==> config.mk <==
export PLATFORM = sky130hd
export DESIGN_NAME = dmem_cache_ctrl
export DESIGN_NICKNAME = d
export VERILOG_FILES = /design/src/rtl/dmem_cache_pkg.sv /design/src/rtl/dmem_cache_array.sv /design/src/rtl/dmem_cache_ctrl.sv
export SDC_FILE = /design/constraint.sdc
export NUM_CORES = 1
export LEC_CHECK = 0
export BUFFER_PORTS_ARGS = -buffer_cell sky130_fd_sc_hd__buf_2
export CAP_MARGIN = 20
export CORE_MARGIN = 5
export CORE_UTILIZATION = 53
export CTS_CLUSTER_SIZE = 14
export DETAILED_ROUTE_END_ITERATION = 12
export GPL_TIMING_DRIVEN = 0
export PLACE_DENSITY = 0.73
export SLEW_MARGIN = 20
export SYNTH_ARGS = -nofsm -noshare
export SYNTH_HDL_FRONTEND = slang
export SYNTH_HIERARCHICAL = 1
export SYNTH_SLANG_ARGS = --single-unit
==> constraint.sdc <==
create_clock -name clk -period 3.4 [get_ports clk]
set_clock_uncertainty 0.05 [all_clocks]
set_input_delay 0.34 -clock clk [delete_from_list [all_inputs] [get_ports clk]]
set_output_delay 0.34 -clock clk [all_outputs]
set_load 0.01 [all_outputs]
==> src/rtl/dmem_cache_pkg.sv <==
// Shared types and constants for the direct-mapped, write-through data cache.
package dmem_cache_pkg;

  localparam int ADDR_W   = 16;
  localparam int DATA_W   = 16;
  localparam int WORD_OFF = 1;  // byte-offset bits below the line index

  localparam logic [15:0] CNT_SAT = 16'hFFFF;

  typedef enum logic [1:0] {
    IDLE    = 2'd0,
    RD_WAIT = 2'd1,
    WR_WAIT = 2'd2,
    RESP    = 2'd3
  } state_t;

  function automatic logic [15:0] sat_inc(input logic [15:0] v);
    return (v == CNT_SAT) ? v : v + 16'd1;
  endfunction

endpackage

==> src/rtl/dmem_cache_array.sv <==
// Valid/tag/data line storage: combinational read, synchronous write,
// synchronous invalidate-all while rst is low.
module dmem_cache_array
  import dmem_cache_pkg::*;
#(
  parameter int INDEX_BITS = 5,
  parameter int TAG_W      = ADDR_W - INDEX_BITS - WORD_OFF
) (
  input  logic                  clk,
  input  logic                  rst,
  input  logic [INDEX_BITS-1:0] rd_index,
  output logic                  rd_valid,
  output logic [TAG_W-1:0]      rd_tag,
  output logic [DATA_W-1:0]     rd_data,
  input  logic                  wr_en,
  input  logic [INDEX_BITS-1:0] wr_index,
  input  logic [TAG_W-1:0]      wr_tag,
  input  logic [DATA_W-1:0]     wr_data
);

  localparam int LINES = 2 ** INDEX_BITS;

  logic [LINES-1:0]  valid_q, valid_d;
  logic [TAG_W-1:0]  tag_q  [LINES];
  logic [TAG_W-1:0]  tag_d  [LINES];
  logic [DATA_W-1:0] data_q [LINES];
  logic [DATA_W-1:0] data_d [LINES];

  always_comb begin
    valid_d = valid_q;
    tag_d   = tag_q;
    data_d  = data_q;
    if (wr_en) begin
      valid_d[wr_index] = 1'b1;
      tag_d[wr_index]   = wr_tag;
      data_d[wr_index]  = wr_data;
    end
  end

  // Only the valid bits need clearing; tag/data are don't-care while invalid.
  always_ff @(posedge clk) begin
    if (!rst) valid_q <= '0;
    else      valid_q <= valid_d;
    tag_q  <= tag_d;
    data_q <= data_d;
  end

  assign rd_valid = valid_q[rd_index];
  assign rd_tag   = tag_q[rd_index];
  assign rd_data  = data_q[rd_index];

endmodule

==> src/rtl/dmem_cache_ctrl.sv <==
// Direct-mapped write-through data cache controller between the MEM stage
// and a multi-cycle backing memory; drives the pipeline data-memory stall.
//
//   state   | meaning
//   IDLE    | accept access; hits and misaligned accesses complete here
//   RD_WAIT | load miss, waiting for backing read ack
//   WR_WAIT | store, waiting for backing write ack
//   RESP    | single completion cycle after a backing access
module dmem_cache_ctrl
  import dmem_cache_pkg::*;
#(
  parameter int INDEX_BITS = 5,
  parameter int TIMEOUT    = 255
) (
  input  logic              clk,
  input  logic              rst,
  input  logic              req_en,
  input  logic              req_wr,
  input  logic [ADDR_W-1:0] req_addr,
  input  logic [DATA_W-1:0] req_wdata,
  output logic [DATA_W-1:0] rd_data,
  output logic              done,
  output logic              stall,
  output logic              hit,
  output logic              err,
  output logic              mem_req,
  output logic              mem_wr,
  output logic [ADDR_W-1:0] mem_addr,
  output logic [DATA_W-1:0] mem_wdata,
  input  logic [DATA_W-1:0] mem_rdata,
  input  logic              mem_ack,
  output logic [15:0]       hit_count,
  output logic [15:0]       miss_count
);

  localparam int TAG_W = ADDR_W - INDEX_BITS - WORD_OFF;
  localparam int TMR_W = $clog2(TIMEOUT + 1);
  localparam logic [TMR_W-1:0] TMR_LOAD = TMR_W'(TIMEOUT - 1);

  state_t                   state_q, state_d;
  logic [ADDR_W-1:WORD_OFF] addr_q, addr_d;
  logic [DATA_W-1:0]        wdata_q, wdata_d;
  logic [DATA_W-1:0]        fill_q, fill_d;
  logic [TMR_W-1:0]         tmr_q, tmr_d;
  logic                     err_q, err_d;
  logic [15:0]              hit_cnt_q, hit_cnt_d;
  logic [15:0]              miss_cnt_q, miss_cnt_d;

  logic              lk_valid;
  logic [TAG_W-1:0]  lk_tag;
  logic [DATA_W-1:0] lk_data;
  logic              lk_hit;
  logic              arr_we;
  logic [DATA_W-1:0] arr_wdata;

  dmem_cache_array #(
    .INDEX_BITS (INDEX_BITS),
    .TAG_W      (TAG_W)
  ) u_array (
    .clk      (clk),
    .rst      (rst),
    .rd_index (req_addr[INDEX_BITS:WORD_OFF]),
    .rd_valid (lk_valid),
    .rd_tag   (lk_tag),
    .rd_data  (lk_data),
    .wr_en    (arr_we),
    .wr_index (addr_q[INDEX_BITS:WORD_OFF]),
    .wr_tag   (addr_q[ADDR_W-1:INDEX_BITS+WORD_OFF]),
    .wr_data  (arr_wdata)
  );

  assign lk_hit = lk_valid && (lk_tag == req_addr[ADDR_W-1:INDEX_BITS+WORD_OFF]);

  always_comb begin
    state_d    = state_q;
    addr_d     = addr_q;
    wdata_d    = wdata_q;
    fill_d     = fill_q;
    tmr_d      = tmr_q;
    err_d      = err_q;
    hit_cnt_d  = hit_cnt_q;
    miss_cnt_d = miss_cnt_q;
    rd_data    = '0;
    done       = 1'b0;
    stall      = 1'b0;
    hit        = 1'b0;
    mem_req    = 1'b0;
    mem_wr     = 1'b0;
    mem_addr   = {addr_q, 1'b0};
    mem_wdata  = wdata_q;
    arr_we     = 1'b0;
    arr_wdata  = wdata_q;

    unique case (state_q)
      IDLE: begin
        if (req_en) begin
          if (req_addr[0]) begin
            done  = 1'b1;
            err_d = 1'b1;
          end else if (!req_wr && lk_hit) begin
            rd_data   = lk_data;
            done      = 1'b1;
            hit       = 1'b1;
            hit_cnt_d = sat_inc(hit_cnt_q);
          end else begin
            stall   = 1'b1;
            addr_d  = req_addr[ADDR_W-1:WORD_OFF];
            tmr_d   = TMR_LOAD;
            if (req_wr) begin
              wdata_d = req_wdata;
              state_d = WR_WAIT;
            end else begin
              miss_cnt_d = sat_inc(miss_cnt_q);
              state_d    = RD_WAIT;
            end
          end
        end
      end

      RD_WAIT, WR_WAIT: begin
        mem_req = 1'b1;
        mem_wr  = (state_q == WR_WAIT);
        stall   = 1'b1;
        // Ack is checked first so a last-cycle ack beats the timeout.
        if (mem_ack) begin
          arr_we    = 1'b1;
          arr_wdata = (state_q == WR_WAIT) ? wdata_q : mem_rdata;
          fill_d    = (state_q == WR_WAIT) ? '0 : mem_rdata;
          state_d   = RESP;
        end else if (tmr_q == '0) begin
          err_d   = 1'b1;
          fill_d  = '0;
          state_d = RESP;
        end else begin
          tmr_d = tmr_q - TMR_W'(1);
        end
      end

      RESP: begin
        done    = 1'b1;
        rd_data = fill_q;
        state_d = IDLE;
      end

      default: state_d = IDLE;
    endcase
  end

  always_ff @(posedge clk) begin
    if (!rst) begin
      state_q    <= IDLE;
      addr_q     <= '0;
      wdata_q    <= '0;
      fill_q     <= '0;
      tmr_q      <= '0;
      err_q      <= 1'b0;
      hit_cnt_q  <= '0;
      miss_cnt_q <= '0;
    end else begin
      state_q    <= state_d;
      addr_q     <= addr_d;
      wdata_q    <= wdata_d;
      fill_q     <= fill_d;
      tmr_q      <= tmr_d;
      err_q      <= err_d;
      hit_cnt_q  <= hit_cnt_d;
      miss_cnt_q <= miss_cnt_d;
    end
  end

  assign err        = err_q;
  assign hit_count  = hit_cnt_q;
  assign miss_count = miss_cnt_q;

endmodule

# Word level (Yosys, flattened, before mapping)
# Cells that the tools add are included.
classes:
  n_div: 0
  n_reduce_logical: 18
  n_eq_ne: 14
  magnitude_cmp: 6
  n_addsub: 3
  mux: 59
  multipliers: 0
  bitwise: 8
  shifts: 0
op_table:
  columns: ["op", "n"]
  rows:
  - ["512-bit bitwise mux", 1]
  - ["320-bit bitwise mux", 1]
  - ["16-bit two-way mux", 12]
  - ["16-bit binary-select mux with 5-bit select", 1]
  - ["16-bit demux with 5-bit select", 1]
  - ["10-bit binary-select mux with 5-bit select", 1]
  - ["10-bit demux with 5-bit select", 1]
  - ["8-bit two-way mux", 5]
  - ["16-bit by 1-bit adder with 16-bit output, second input constant", 2]
  - ["16-bit == test, second input constant", 2]
  - ["32-bit OR", 1]
  - ["16-bit case mux with 2 select lines", 1]
  - ["10-bit two-way mux", 3]
  - ["1-bit two-way mux", 19]
  - ["8-bit case mux with 2 select lines", 1]
  - ["5-bit AND reduction", 3]
  - ["2-bit inequality test, second input constant", 7]
  - ["6-bit greater-or-equal comparator, second input constant", 2]
  - ["5-bit by 6-bit less-than comparator with 1-bit output, second input constant", 2]
  - ["2-bit two-way mux", 6]
  - ["5-bit NOT with 6-bit output", 2]
  - ["6-bit AND reduction", 2]
  - ["10-bit == test", 1]
  - ["8-bit logical NOT", 1]
  - ["18 further kinds", 30]
word_totals:
  output_inout_bits: 86
  latchBits: 0
  in_bits: 53
  regBits: 954
  ram_bits: 0
  rom_bits: 0
  wordCells: 181
  mem_count: 0

# Logic depth before layout (Yosys ltp)
depth:
  ltp_word: 11
  ltp_mapped: 16
  ltp_nobuf: 11

# Modules after synthesis
# Netlist, hierarchy kept.
modules_own_cells:
  columns: ["module", "area_each_um2", "seq_area_each_um2", "cells_each", "instances"]
  rows:
  - ["dmem_cache_array", 33613.5, 25624.6, 1923, 1]
  - ["dmem_cache_ctrl", 4599.4, 1801.7, 598, 1]

# Least setup slack after synthesis
# OpenSTA, ideal clock, no wires.
synth_timing:
  kind: "reg2reg"
  from: "reg state_q[0]"
  to: "reg u_array/data_q[48] in the netlist's numbering (enable)"
  slack_ns: 0.050
  path_buffers: 1
  synth_period_minus_slack_ns: 3.350
  path_stages_with_launch: 7
  t_arrival_ns: 2.889
  setup_time_ns: 0.410
  required_time_ns: 2.940
  cell_sequence: "dfxtp_1 -> inv_1 -> ha_1 -> and2_1 -> or3b_2 -> clkbuf_1 -> nor2_1"
synth_via:
  elab_chain_len: 3
  elab_cells_between_ends: 4
  classes_between: "eq/ne: 2; mux: 1; reduce/logical: 1"
synth_rtl:
  columns: ["item", "line", "source"]
  rows:
  - ["start, declared", "dmem_cache_ctrl.sv:40", "state_t state_q, state_d;"]
  - ["start signal, assigned", "dmem_cache_ctrl.sv:160", "state_q <= state_d;"]
  - ["2-bit == test / 2-bit by 1-bit == test with 1-bit output (equally long branches)", "dmem_cache_ctrl.sv:94", "unique case (state_q)"]
  - ["2-bit OR reduction (*)", "dmem_cache_ctrl.sv:94", null]
  - ["1-bit two-way mux (*)", "dmem_cache_ctrl.sv:94", null]
  - ["net arr_we", "dmem_cache_ctrl.sv:53", "logic arr_we;"]
  - ["end signal, assigned", "dmem_cache_array.sv:45", "data_q <= data_d;"]
  - ["end, declared", "dmem_cache_array.sv:26", "logic [DATA_W-1:0] data_q [LINES];"]
# Mark *: on every way through the listed nets, which the timed path passes. The rest lies on a longest branch.
# A chain may end at the register's enable or synchronous reset.

# Worst setup path in the final report
layout_timing:
  from: "in req_addr[2]"
  to: "out rd_data[6]"
layout_via:
  elab_chain_len: 11
  elab_cells_between_ends: 16
  classes_between: "eq/ne: 1; mux: 12; bitwise: 1; reduce/logical: 2"
layout_rtl:
  columns: ["item", "line", "source"]
  rows:
  - ["start, declared", "dmem_cache_ctrl.sv:19", "input logic [ADDR_W-1:0] req_addr,"]
  - ["5-bit NOT with 6-bit output (implied by the code)", "dmem_cache_array.sv:49", "assign rd_tag = tag_q[rd_index];"]
  - ["10-bit binary-select mux with 5-bit select", "dmem_cache_array.sv:49", null]
  - ["10-bit two-way mux (implied by the code) (2 in a row)", "dmem_cache_array.sv:49", null]
  - ["net lk_tag[7]", "dmem_cache_ctrl.sv:50", "logic [TAG_W-1:0] lk_tag;"]
  - ["10-bit == test", "dmem_cache_ctrl.sv:72", "assign lk_hit = lk_valid && (lk_tag == req_addr[ADDR_W-1:INDEX_BITS+WORD_OFF]);"]
  - ["1-bit logical AND", "dmem_cache_ctrl.sv:72", null]
  - ["1-bit logical AND", "dmem_cache_ctrl.sv:100", "end else if (!req_wr && lk_hit) begin"]
  - ["16-bit two-way mux", "dmem_cache_ctrl.sv:100", null]
  - ["16-bit two-way mux", "dmem_cache_ctrl.sv:97", "if (req_addr[0]) begin"]
  - ["16-bit two-way mux", "dmem_cache_ctrl.sv:96", "if (req_en) begin"]
  - ["16-bit case mux with 2 select lines", "dmem_cache_ctrl.sv:94", null]
  - ["end, declared", "dmem_cache_ctrl.sv:21", "output logic [DATA_W-1:0] rd_data,"]
# The timed path passes the listed nets, and every way through them passes these cells. The select of a mux whose other input is x is not followed.

==> out/metrics.cfg <==
[status]
status = finished, violations left
violations = negative setup slack

[grt]
grt.busiest_layer = met2
grt_pass1_wl_microns = 161000
met1_usage_pct = 38.2
track_usage_pct = 27.9
grt_max_degree = 35
grt_pass1_vias = 24600
use_met2_pct = 44.2
gr-total-overflow = 0
grt_antenna_before_repair = 3
use_met3_pct = 5.20

[timing]
setup_viol = 19
rsz0062_at_grt = yes
slew_headroom_pct = 31.3
slew_viol_final = 0
max_freq_ghz = 0.260
hold_violations = 0
tightest_slew_ns = 1.03
setup_tns_ns = -6.80
layout_min_cycle_time_ns = 3.84
holdWs_ns = 0.0254
fin_ws_ns = -0.443
fin_crit_sh_pct = 113

[logic_synthesis]
netlist_area_sq_um = 38200
yosys_warnings = 6
synth-seq-area-share_pct = 71.8
syn-num-nets = 2582
ys_types = 64
synthFlopType = edfxtp_1
synth-seq-cells = 954
avgSynthCellArea_sq_um = 15.2
synth_edf_count = 832
syn_inst = 2521
async_flop_share_pct = 0

[worst_setup_path]
start_kind = input pin
crit_slowest_cell = mux2i_4
end_kind = primary output
crit_chain = buf_4, buf_8, buf_12, buf_8, buf_6, mux2i_4, a21oi_1, nand3_2, nand3_2, xnor2_2, and3_4, nand4_4, buf_8, clkinv_8, clkbuf_16, a22oi_1, nor2_1, buf_2
cp.required_ns = 3.01
worst_ep_arrival_time_ns = 3.45
crit_top_cell = buf_8
worst-path-max-fanout = 10
cp_slowest_stage_delay_ns = 0.30
path_class = input pin to primary output

[clocking]
cts.clk_slew.worst_paths_ns = 0.07
cts_max_level = 3
root_buffer = clkbuf_16
cts_tree = done
numCtsBuffers = 93
clock_sinks = 954
cts_max_path_buffers = 3
clk_latency_ns = 0.65

[power_and_ir_drop]
power_density_nw_per_um2 = 597
power.total_mw = 27.6
p_leak_nw = 16.8
peakVddDrop_mv = 0.328

[layout]
fin_util_pct = 64.7
fin_area_sq_um = 46300
stdcell_count = 3906
regArea_sq_um = 27400
multi_input_area_sq_um = 10700
drive_above_1_share_pct = 20.9
area_growth_pct = 21.1
layout.nets = 2937
num-fill-cells = 4808

[floorplan]
io_pins = 139
core-area_sq_um = 71500
initial_core_util_pct = 53.5
die_y_microns = 279
rows = 98
die_width_microns = 279
die_area_sq_um = 77600

[routing]
drt_iter0_markers = 3371
wl_per_cell_microns = 28.6
vias_per_cell = 6.38
ant_nets = 0
drc_errors = 0
vias = 24900
routed_wl_microns = 112000
drt-pass1-iter-count = 8

[placed_design]
placed_cell_area_sq_um = 41400
portBuffers = 137
gp_congestion = 0.928
place_inst = 3648
dp_slack_ns = -1.90
dp_hpwl_microns = 72500

[flow_run]
cap_viol_max_count = 0

[hold_path]
hold_path_class = input pin to flop

final cells by class:
cell class	count	area share [%]
Timing Repair Buffer	262	5.86
Timing Repair inverter	1	0.0189
Inverter	14	0.141
Clock inverter	47	1.03
Multi-Input combinational cell	1405	23.2
Tap cell	950	2.57
Antenna cell	4	0.0216
Clock buffer	124	5.50
Buffer	145	2.39
Sequential cell	954	59.3
cell usage in the layout, fill, tap and decap left out, types with 24 or more instances in the layout:
cell	n
buf_4	50
dlygate4sd3_1	45
nand2_1	219
clkbuf_16	96
edfxtp_1	832
mux2i_1	429
buf_12	28
dfxtp_1	112
buf_6	31
o21a_1	34
nor2_1	24
buf_2	147
a21oi_1	163
buf_16	29
nor2_4	35
nand3_1	78
a22oi_1	91
a22o_1	55
clkbuf_1	61
critical path, delay by kind of cell:
kind / cells / cell delay, ns
buffers and inverters: 9 / 1.42
muxes: 1 / 0.30
xor gates and xnor gates: 1 / 0.25
AOI/OAI and AO/OA: 2 / 0.20
and+or+nand+nor: 5 / 0.90
report_power, final:
part | total [mW] | leakage, nW | switching [mW] | internal (mW)
clock network | 10.3 | 1.49 | 4.30 | 5.95
logic | 3.54 | 6.60 | 2.47 | 1.07
registers | 13.8 | 8.67 | 0.293 | 13.5
total | 27.6 | 16.8 | 7.06 | 20.5
state kept, by name (all words and copies together), names as in the netlist:
name             count
u_array/data_q     512
miss_count          16
u_array/valid_q     32
fill_q              16
state_q              2
addr_q              15
tmr_q                8
u_array/tag_q      320
hit_count           16
mem_wdata           16
err                  1
routing by layer:
metal  share of wire (%)  wire length (microns)
met5                   0                      0
met1                  38                  43000
met3                 9.8                  11000
met2                  47                  52500
met4                 4.7                   5200
synthesized netlist by cell type (10+ instances only):
cell	number	area share, %
xnor2_1	10	0.23
a31oi_1	30	0.49
edfxtp_1	832	65
or3_1	10	0.16
buf_6	17	0.50
nand2_1	235	2.3
o31ai_1	20	0.39
nand3_1	100	1.3
a22o_1	55	1.3
inv_1	10	0.098
a21oi_1	164	2.1
a22oi_1	97	1.9
buf_2	24	0.31
nand4_1	15	0.25
or4_1	17	0.33
o21a_1	34	0.67
buf_4	33	0.65
clkbuf_1	62	0.61
dfxtp_1	122	6.4
mux2i_1	434	11
nor2_1	62	0.61
nor3_1	28	0.37
cell families (layout without fill, tap and decap cells):
family	after synthesis	count (layout)	share of synthesized area [%]
adders and majority gates	8	8	0.262
DFF	954	954	71.8
muxes	435	435	11.4
xor gates and xnor gates	10	10	0.229
other	1	5	0.00981
and+or+nand+nor	518	518	6.39
AOI/OAI and AO/OA	433	433	7.57
buffers and inverters	162	593	2.37
timing repair:
item | CTS | global route
hold buffers | 45 | 0
cloned | 3 | 2
pin swaps | 39 | 30
hold endpoints to repair | 45 | 0
setup endpoints to repair | 607 | 161
setup buffers | 34 | 3
resized for setup | 169 | 40
path summary, 6_finish.rpt:
check                     start              to  slack (ns)  depth (start not counted)
min                     mem_ack        tmr_q[0]        0.03                          3
min reg2reg           fill_q[4]       fill_q[4]        0.41                          2
max reg2reg  u_array/valid_q[7]  miss_count[14]        0.06                         12
max                 req_addr[2]      rd_data[6]       -0.44                         18
No activity file was read; power rests on OpenSTA's default activity.
